<file path="src/rtl/seq_divider_if.sv">
// rtl/seq_divider_if.sv - start/done handshake and operand/result bundle for seq_divider
interface seq_divider_if #(
    parameter int WIDTH = 16
);
    logic             start;
    logic [WIDTH-1:0] dividend;
    logic [WIDTH-1:0] divisor;
    logic             busy;
    logic             done;
    logic [WIDTH-1:0] quotient;
    logic [WIDTH-1:0] remainder;
    logic             div_by_zero;
    logic             overflow;

    modport master (
        output start, dividend, divisor,
        input  busy, done, quotient, remainder, div_by_zero, overflow
    );

    modport slave (
        input  start, dividend, divisor,
        output busy, done, quotient, remainder, div_by_zero, overflow
    );
endinterface

</file>
<file path="src/rtl/seq_divider.sv">
// rtl/seq_divider.sv - sequential signed restoring divider, fixed WIDTH+2 cycle latency
module seq_divider #(
    parameter int WIDTH = 16
) (
    input logic         clk,
    input logic         rst_n,
    seq_divider_if.slave bus
);
    localparam int CW = $clog2(WIDTH + 1);
    localparam logic [WIDTH-1:0] MOST_NEG = {1'b1, {(WIDTH-1){1'b0}}};

    typedef enum logic [1:0] {IDLE, DIV, FIX} state_t;

    state_t           state;
    state_t           state_nxt;
    logic [WIDTH:0]   rem_q;
    logic [WIDTH-1:0] quo_q;
    logic [WIDTH-1:0] dvs_q;
    logic [CW-1:0]    cnt_q;
    logic             sign_q;
    logic             sign_r;
    logic             dz_q;
    logic             ov_q;
    logic [WIDTH-1:0] quo_out;
    logic [WIDTH-1:0] rem_out;
    logic             dz_out;
    logic             ov_out;
    logic             done_q;

    logic [WIDTH-1:0] abs_dvd;
    logic [WIDTH-1:0] abs_dvs;
    logic [WIDTH+1:0] rem_sh;
    logic [WIDTH+1:0] diff;
    logic [CW-1:0]    cnt_dec;
    logic [WIDTH-1:0] quo_fix;
    logic [WIDTH-1:0] rem_fix;

    // Magnitudes are unsigned, so the most-negative operand maps to 2^(WIDTH-1).
    always_comb begin
        abs_dvd = bus.dividend[WIDTH-1] ? -bus.dividend : bus.dividend;
        abs_dvs = bus.divisor[WIDTH-1]  ? -bus.divisor  : bus.divisor;
        rem_sh  = {rem_q, quo_q[WIDTH-1]};
        diff    = rem_sh - {2'b00, dvs_q};
        cnt_dec = cnt_q - CW'(1);
        // A zero divisor leaves Q all ones and R = |dividend|; only the quotient sign must be suppressed.
        quo_fix = dz_q ? '1 : (sign_q ? -quo_q : quo_q);
        rem_fix = sign_r ? -rem_q[WIDTH-1:0] : rem_q[WIDTH-1:0];
    end

    always_ff @(posedge clk or negedge rst_n) begin
        if (!rst_n) begin
            state <= IDLE;
        end else begin
            state <= state_nxt;
        end
    end

    always_comb begin
        state_nxt = state;
        case (state)
            IDLE:    if (bus.start) state_nxt = DIV;
            DIV:     if (cnt_dec == '0) state_nxt = FIX;
            FIX:     state_nxt = IDLE;
            default: state_nxt = IDLE;
        endcase
    end

    always_ff @(posedge clk or negedge rst_n) begin
        if (!rst_n) begin
            rem_q   <= '0;
            quo_q   <= '0;
            dvs_q   <= '0;
            cnt_q   <= '0;
            sign_q  <= 1'b0;
            sign_r  <= 1'b0;
            dz_q    <= 1'b0;
            ov_q    <= 1'b0;
            quo_out <= '0;
            rem_out <= '0;
            dz_out  <= 1'b0;
            ov_out  <= 1'b0;
            done_q  <= 1'b0;
        end else begin
            done_q <= 1'b0;
            case (state)
                IDLE: begin
                    if (bus.start) begin
                        sign_q <= bus.dividend[WIDTH-1] ^ bus.divisor[WIDTH-1];
                        sign_r <= bus.dividend[WIDTH-1];
                        quo_q  <= abs_dvd;
                        dvs_q  <= abs_dvs;
                        rem_q  <= '0;
                        cnt_q  <= CW'(WIDTH);
                        dz_q   <= (bus.divisor == '0);
                        ov_q   <= (bus.dividend == MOST_NEG) && (bus.divisor == '1);
                    end
                end
                DIV: begin
                    if (!diff[WIDTH+1]) begin
                        rem_q <= diff[WIDTH:0];
                        quo_q <= {quo_q[WIDTH-2:0], 1'b1};
                    end else begin
                        rem_q <= rem_sh[WIDTH:0];
                        quo_q <= {quo_q[WIDTH-2:0], 1'b0};
                    end
                    cnt_q <= cnt_dec;
                end
                FIX: begin
                    quo_out <= quo_fix;
                    rem_out <= rem_fix;
                    dz_out  <= dz_q;
                    ov_out  <= ov_q;
                    done_q  <= 1'b1;
                end
                default: ;
            endcase
        end
    end

    assign bus.busy        = (state != IDLE);
    assign bus.done        = done_q;
    assign bus.quotient    = quo_out;
    assign bus.remainder   = rem_out;
    assign bus.div_by_zero = dz_out;
    assign bus.overflow    = ov_out;
endmodule

</file>
<file path="src/flat_wrapper.sv">
// flat-port wrapper written by rule: the top's interface ports become plain ports
module seq_divider_flat 
#(
    parameter int WIDTH = 16
)
  (clk, rst_n, bus_start, bus_dividend, bus_divisor, bus_busy, bus_done, bus_quotient, bus_remainder, bus_div_by_zero, bus_overflow);
  seq_divider_if #(.WIDTH(WIDTH)) bus_i ();
  input logic clk;
  input logic rst_n;
  input wire logic [$bits(bus_i.start)-1:0] bus_start;
  input wire logic [$bits(bus_i.dividend)-1:0] bus_dividend;
  input wire logic [$bits(bus_i.divisor)-1:0] bus_divisor;
  output wire logic [$bits(bus_i.busy)-1:0] bus_busy;
  output wire logic [$bits(bus_i.done)-1:0] bus_done;
  output wire logic [$bits(bus_i.quotient)-1:0] bus_quotient;
  output wire logic [$bits(bus_i.remainder)-1:0] bus_remainder;
  output wire logic [$bits(bus_i.div_by_zero)-1:0] bus_div_by_zero;
  output wire logic [$bits(bus_i.overflow)-1:0] bus_overflow;
  assign bus_i.start = bus_start;
  assign bus_i.dividend = bus_dividend;
  assign bus_i.divisor = bus_divisor;
  assign bus_busy = bus_i.busy;
  assign bus_done = bus_i.done;
  assign bus_quotient = bus_i.quotient;
  assign bus_remainder = bus_i.remainder;
  assign bus_div_by_zero = bus_i.div_by_zero;
  assign bus_overflow = bus_i.overflow;
  seq_divider #(.WIDTH(WIDTH)) u_core (.clk(clk), .rst_n(rst_n), .bus(bus_i));
endmodule
</file>
<file path="config.mk">
export PLATFORM = sky130hd
export DESIGN_NAME = seq_divider_flat
export DESIGN_NICKNAME = d
export VERILOG_FILES = /design/src/rtl/seq_divider_if.sv /design/src/rtl/seq_divider.sv /design/src/flat_wrapper.sv
export SDC_FILE = /design/constraint.sdc
export NUM_CORES = 1
export LEC_CHECK = 0
export BUFFER_PORTS_ARGS = -buffer_cell sky130_fd_sc_hd__buf_2
export CAP_MARGIN = 20
export CORE_ASPECT_RATIO = 1.5
export CORE_MARGIN = 2
export CORE_UTILIZATION = 59
export CTS_CLUSTER_DIAMETER = 50
export DETAILED_ROUTE_END_ITERATION = 10
export GPL_ROUTABILITY_DRIVEN = 0
export HOLD_SLACK_MARGIN = 0.05
export PLACE_DENSITY = 0.92
export SLEW_MARGIN = 10
export SYNTH_ARGS = -nofsm -noshare
export SYNTH_HDL_FRONTEND = slang
export SYNTH_SLANG_ARGS = --single-unit
</file>
<file path="constraint.sdc">
create_clock -name clk -period 3.05 [get_ports clk]
set_input_delay 0.4575 -clock clk [delete_from_list [all_inputs] [get_ports clk]]
set_output_delay 0.4575 -clock clk [all_outputs]
set_load 0.1 [all_outputs]
</file>
==> results.md <==
* Critical Path End Type: flip-flop
* Port bufs at 70
* Unique masters post-synth at 59
* CTS Buffer Depth at 2
* Seq/Total Area, Yosys at 40.7%
* Crit path DAT at a little over 3 ns
* Commonest non-fill, non-tap cell in the layout: dfrtp_1
* Clock Sinks at 95
* Clock skew at between 0.004 and 0.005 ns
* Dpl cells at between 800 and 900
* Net count, final at ~790
* Type of origin of the critical path: flip-flop
* Mapped Area at between 0.005 and 0.006 mm²
* Hold WC Path Type: input pin to async pin
* Achievable Freq at between 0.3 and 0.4 GHz
* Synth Area in Compound Gates at between 10% and 20%
* Tot GR Track Use at between 20% and 30%
* Post-synth ARST share at between 90% and 100%
* DR DRC count at 0
* Status: complete, no violations
* Hold Fails Final Rpt at 0
* Boundary Pins at 71
* Worst slew margin at roughly a third
* Post-DP HPWL at about 11 mm
* Syn Inst Count at roughly 670
* CTS root buf: clkbuf_16
* Worst skew pair latency at 0.35 ns
* Post-synth net total at 724
* Seq cells post-synth at 95
* Initial antenna violation count at 0
* Drt pass-1 iters at 7
* Setup TNS at 0 ns
* CTS Buf Count at 9
* Area grow syn2layout at 13.9%
* Clk slew on worst S/H paths at ~0.07 ns
* Slew Viols, Final at 0
* Mux cell area share after synthesis at roughly 2.4%
* R2R Path Start: u_core.quo_q[0]$_DFFE_PN0P_
* Register area at 0.00238 mm²
* Multi-input gate area at 0.00323 mm²
* Non-Filler Instances at about 850
* CP startpoint: u_core.quo_q[0]$_DFFE_PN0P_
* Post-Synth Simple-Gate Area at about 17%
* Final Setup Violations at 0
* Synth Area in XOR/XNOR at 10.3%
* Vias in the first global route at ~5200
* Antenna diodes at 0
* Max H-tree Level at 3
* Die Wd at 85.3 µm
* Die H at 126 µm
* First-pass GRT wire length at 24.4 mm
* Yosys warns at 0
* Max Cap Violations at 0
* CTS tree: yes
* Most frequent cells in the layout: dfrtp_1, nand2_1, o21ai_0
* Aggregate global routing overflow at 0
* Total die area at about 0.011 mm²
* Wire length per cell at about 17 µm
* Layout cells sized above 1 at ~14%
* Vias at approximately 5400
* Pin count of the biggest net entering global routing at 58
* # rows at 44
* RSZ-0062 raised after global routing: no
* WP data required at around 3.3 ns
* Core area at just under 0.01 mm²
* Total wire length at 14.4 mm
* Main synth FF type: dfrtp_1
* Post-synth EDFFs at 0
* Largest family of logic cells by synthesized area: compound AO/OA/AOI/OAI gates
* Mapped Avg Cell Area at 8.79 µm²
* Crit Path Max Fanout at 4
* Vias per cell at ~6.3
* Worst-margin pin slew at between 1 and 1.5 ns
* Fin crit period at about 2.9 ns
* Fillers at around 730
* Starting Density at 60.4%
* Adder-cell share of the synthesized area at about 5.3%
* Post-CTS Setup Repair Bufs at 0
* Hold-fix buffers, CTS at 0
* Fin crit share at a little over nine tenths
* WS Path Type: flip-flop to flip-flop
* 1st-iter DRT viols at ~430
* Post-route ant nets at 0
==> Yosys cell counts (2+ instances only) <==
master	count	share of area [%]
a31oi_1	8	0.86
o31ai_1	21	2.7
nor3_1	8	0.68
nor2_1	39	2.5
buf_1	2	0.13
o41a_1	2	0.39
xnor2_1	19	2.8
and2_1	3	0.32
a21oi_1	26	2.2
inv_1	32	2.1
o21ai_0	83	7.1
nor4_1	2	0.21
or3_1	8	0.86
dfrtp_1	95	41
a211o_1	2	0.30
nand2_1	89	5.7
mux2i_1	14	2.4
xor2_1	50	7.5
and3_1	6	0.64
nor2b_1	5	0.53
nor4b_1	2	0.30
clkbuf_1	26	1.7
ha_1	23	4.9
or4_1	9	1.2
nand2b_1	3	0.32
a21o_1	7	0.90
a21boi_0	2	0.26
nand4_1	7	0.75
o21a_1	3	0.39
nand3b_1	2	0.26
o21bai_1	2	0.26
a2111oi_0	2	0.30
a22oi_1	13	1.7
a211oi_1	3	0.39
nand3_1	22	1.9
o211ai_1	2	0.26
==> flip-flops by register name (all words and copies together) (netlist names) <==
| register | count |
|---|---|
| u_core.ov_q | 1 |
| u_core.rem_q | 17 |
| u_core.bus.done | 1 |
| u_core.sign_r | 1 |
| u_core.state | 2 |
| u_core.cnt_q | 5 |
| u_core.bus.quotient | 16 |
| u_core.sign_q | 1 |
| u_core.dvs_q | 16 |
| u_core.bus.div_by_zero | 1 |
| u_core.bus.remainder | 16 |
| u_core.dz_q | 1 |
| u_core.bus.overflow | 1 |
| u_core.quo_q | 16 |
==> final cells by class <==
cell class                 count  share of cell area, %
clock inverter                 4                   1.15
multi-input combinational    507                   48.5
tap                          115                   2.16
sequential                    95                   35.7
timing repair buffer          82                   6.84
clock buffer                  12                   3.85
inverter                      33                   1.86
==> layer usage <==
metal	up-vias	GRT usage, %	wire length [µm]
met1	2563	32.6	5520
met5	-	0	0
met3	65	5.31	877
li1	2485	-	-
met4	0	14.8	597
met2	244	48.2	7420
==> worst max-delay path, stage by stage (launching register included) <==
cell and delay [ns]:
dfrtp_1 0.41, inv_1 0.10, ha_1 0.17, or3b_1 0.37, or3_1 0.34, or3_4 0.35
or4_4 0.44, o41ai_2 0.28, xor2_1 0.18, a21oi_1 0.08
==> metrics by stage <==
stage | utilization (%) | cell area (µm²) | hold slack [ns] | setup WS, ns
2_1_floorplan | - | 5850 | 0.162 | 0.450
3_3_place_gp | 65.3 | 6320 | 0.449 | 0.251
3_5_place_dp | 65.3 | 6320 | 0.452 | 0.151
4_1_cts | 68.7 | 6660 | 0.183 | 0.132
5_1_grt | 68.8 | 6660 | 0.220 | 0.0307
6_report | 68.8 | 6660 | 0.148 | 0.174
==> what timing repair did <==
action                                  in CTS  in global routing
resized for setup                            0                  2
endpoints found under the setup margin       0                  2
endpoints found under the hold margin        0                  0
==> logic make-up after synthesis <==
logic type	count (synthesis)
XOR/XNOR	69
adder cells (fa/ha/maj)	24
multiplexers	14
flip-flops	95
buffers and inverters	63
AO/OA/AOI/OAI	187
AND/OR/NAND/NOR	213
==> path summary, 6_finish.rpt <==
check	endpoint	slack [ns]	cells past startpoint
min in group clk	u_core.quo_q[0]$_DFFE_PN0P_	0.43	3
worst max-delay path	u_core.bus.quotient[14]$_DFFE_PN0P_	0.17	9
worst min register to register	u_core.bus.quotient[5]$_DFFE_PN0P_	0.47	2
worst min-delay path	u_core.cnt_q[2]$_DFFE_PN0P_	0.15	1
worst max register to register	u_core.bus.quotient[14]$_DFFE_PN0P_	0.17	9
max in group asynchronous	u_core.quo_q[7]$_DFFE_PN0P_	2.16	2
Power is left out: the tool's default activity adds up to more than one toggle a clock period on the data nets, which glitch-free logic cannot reach.
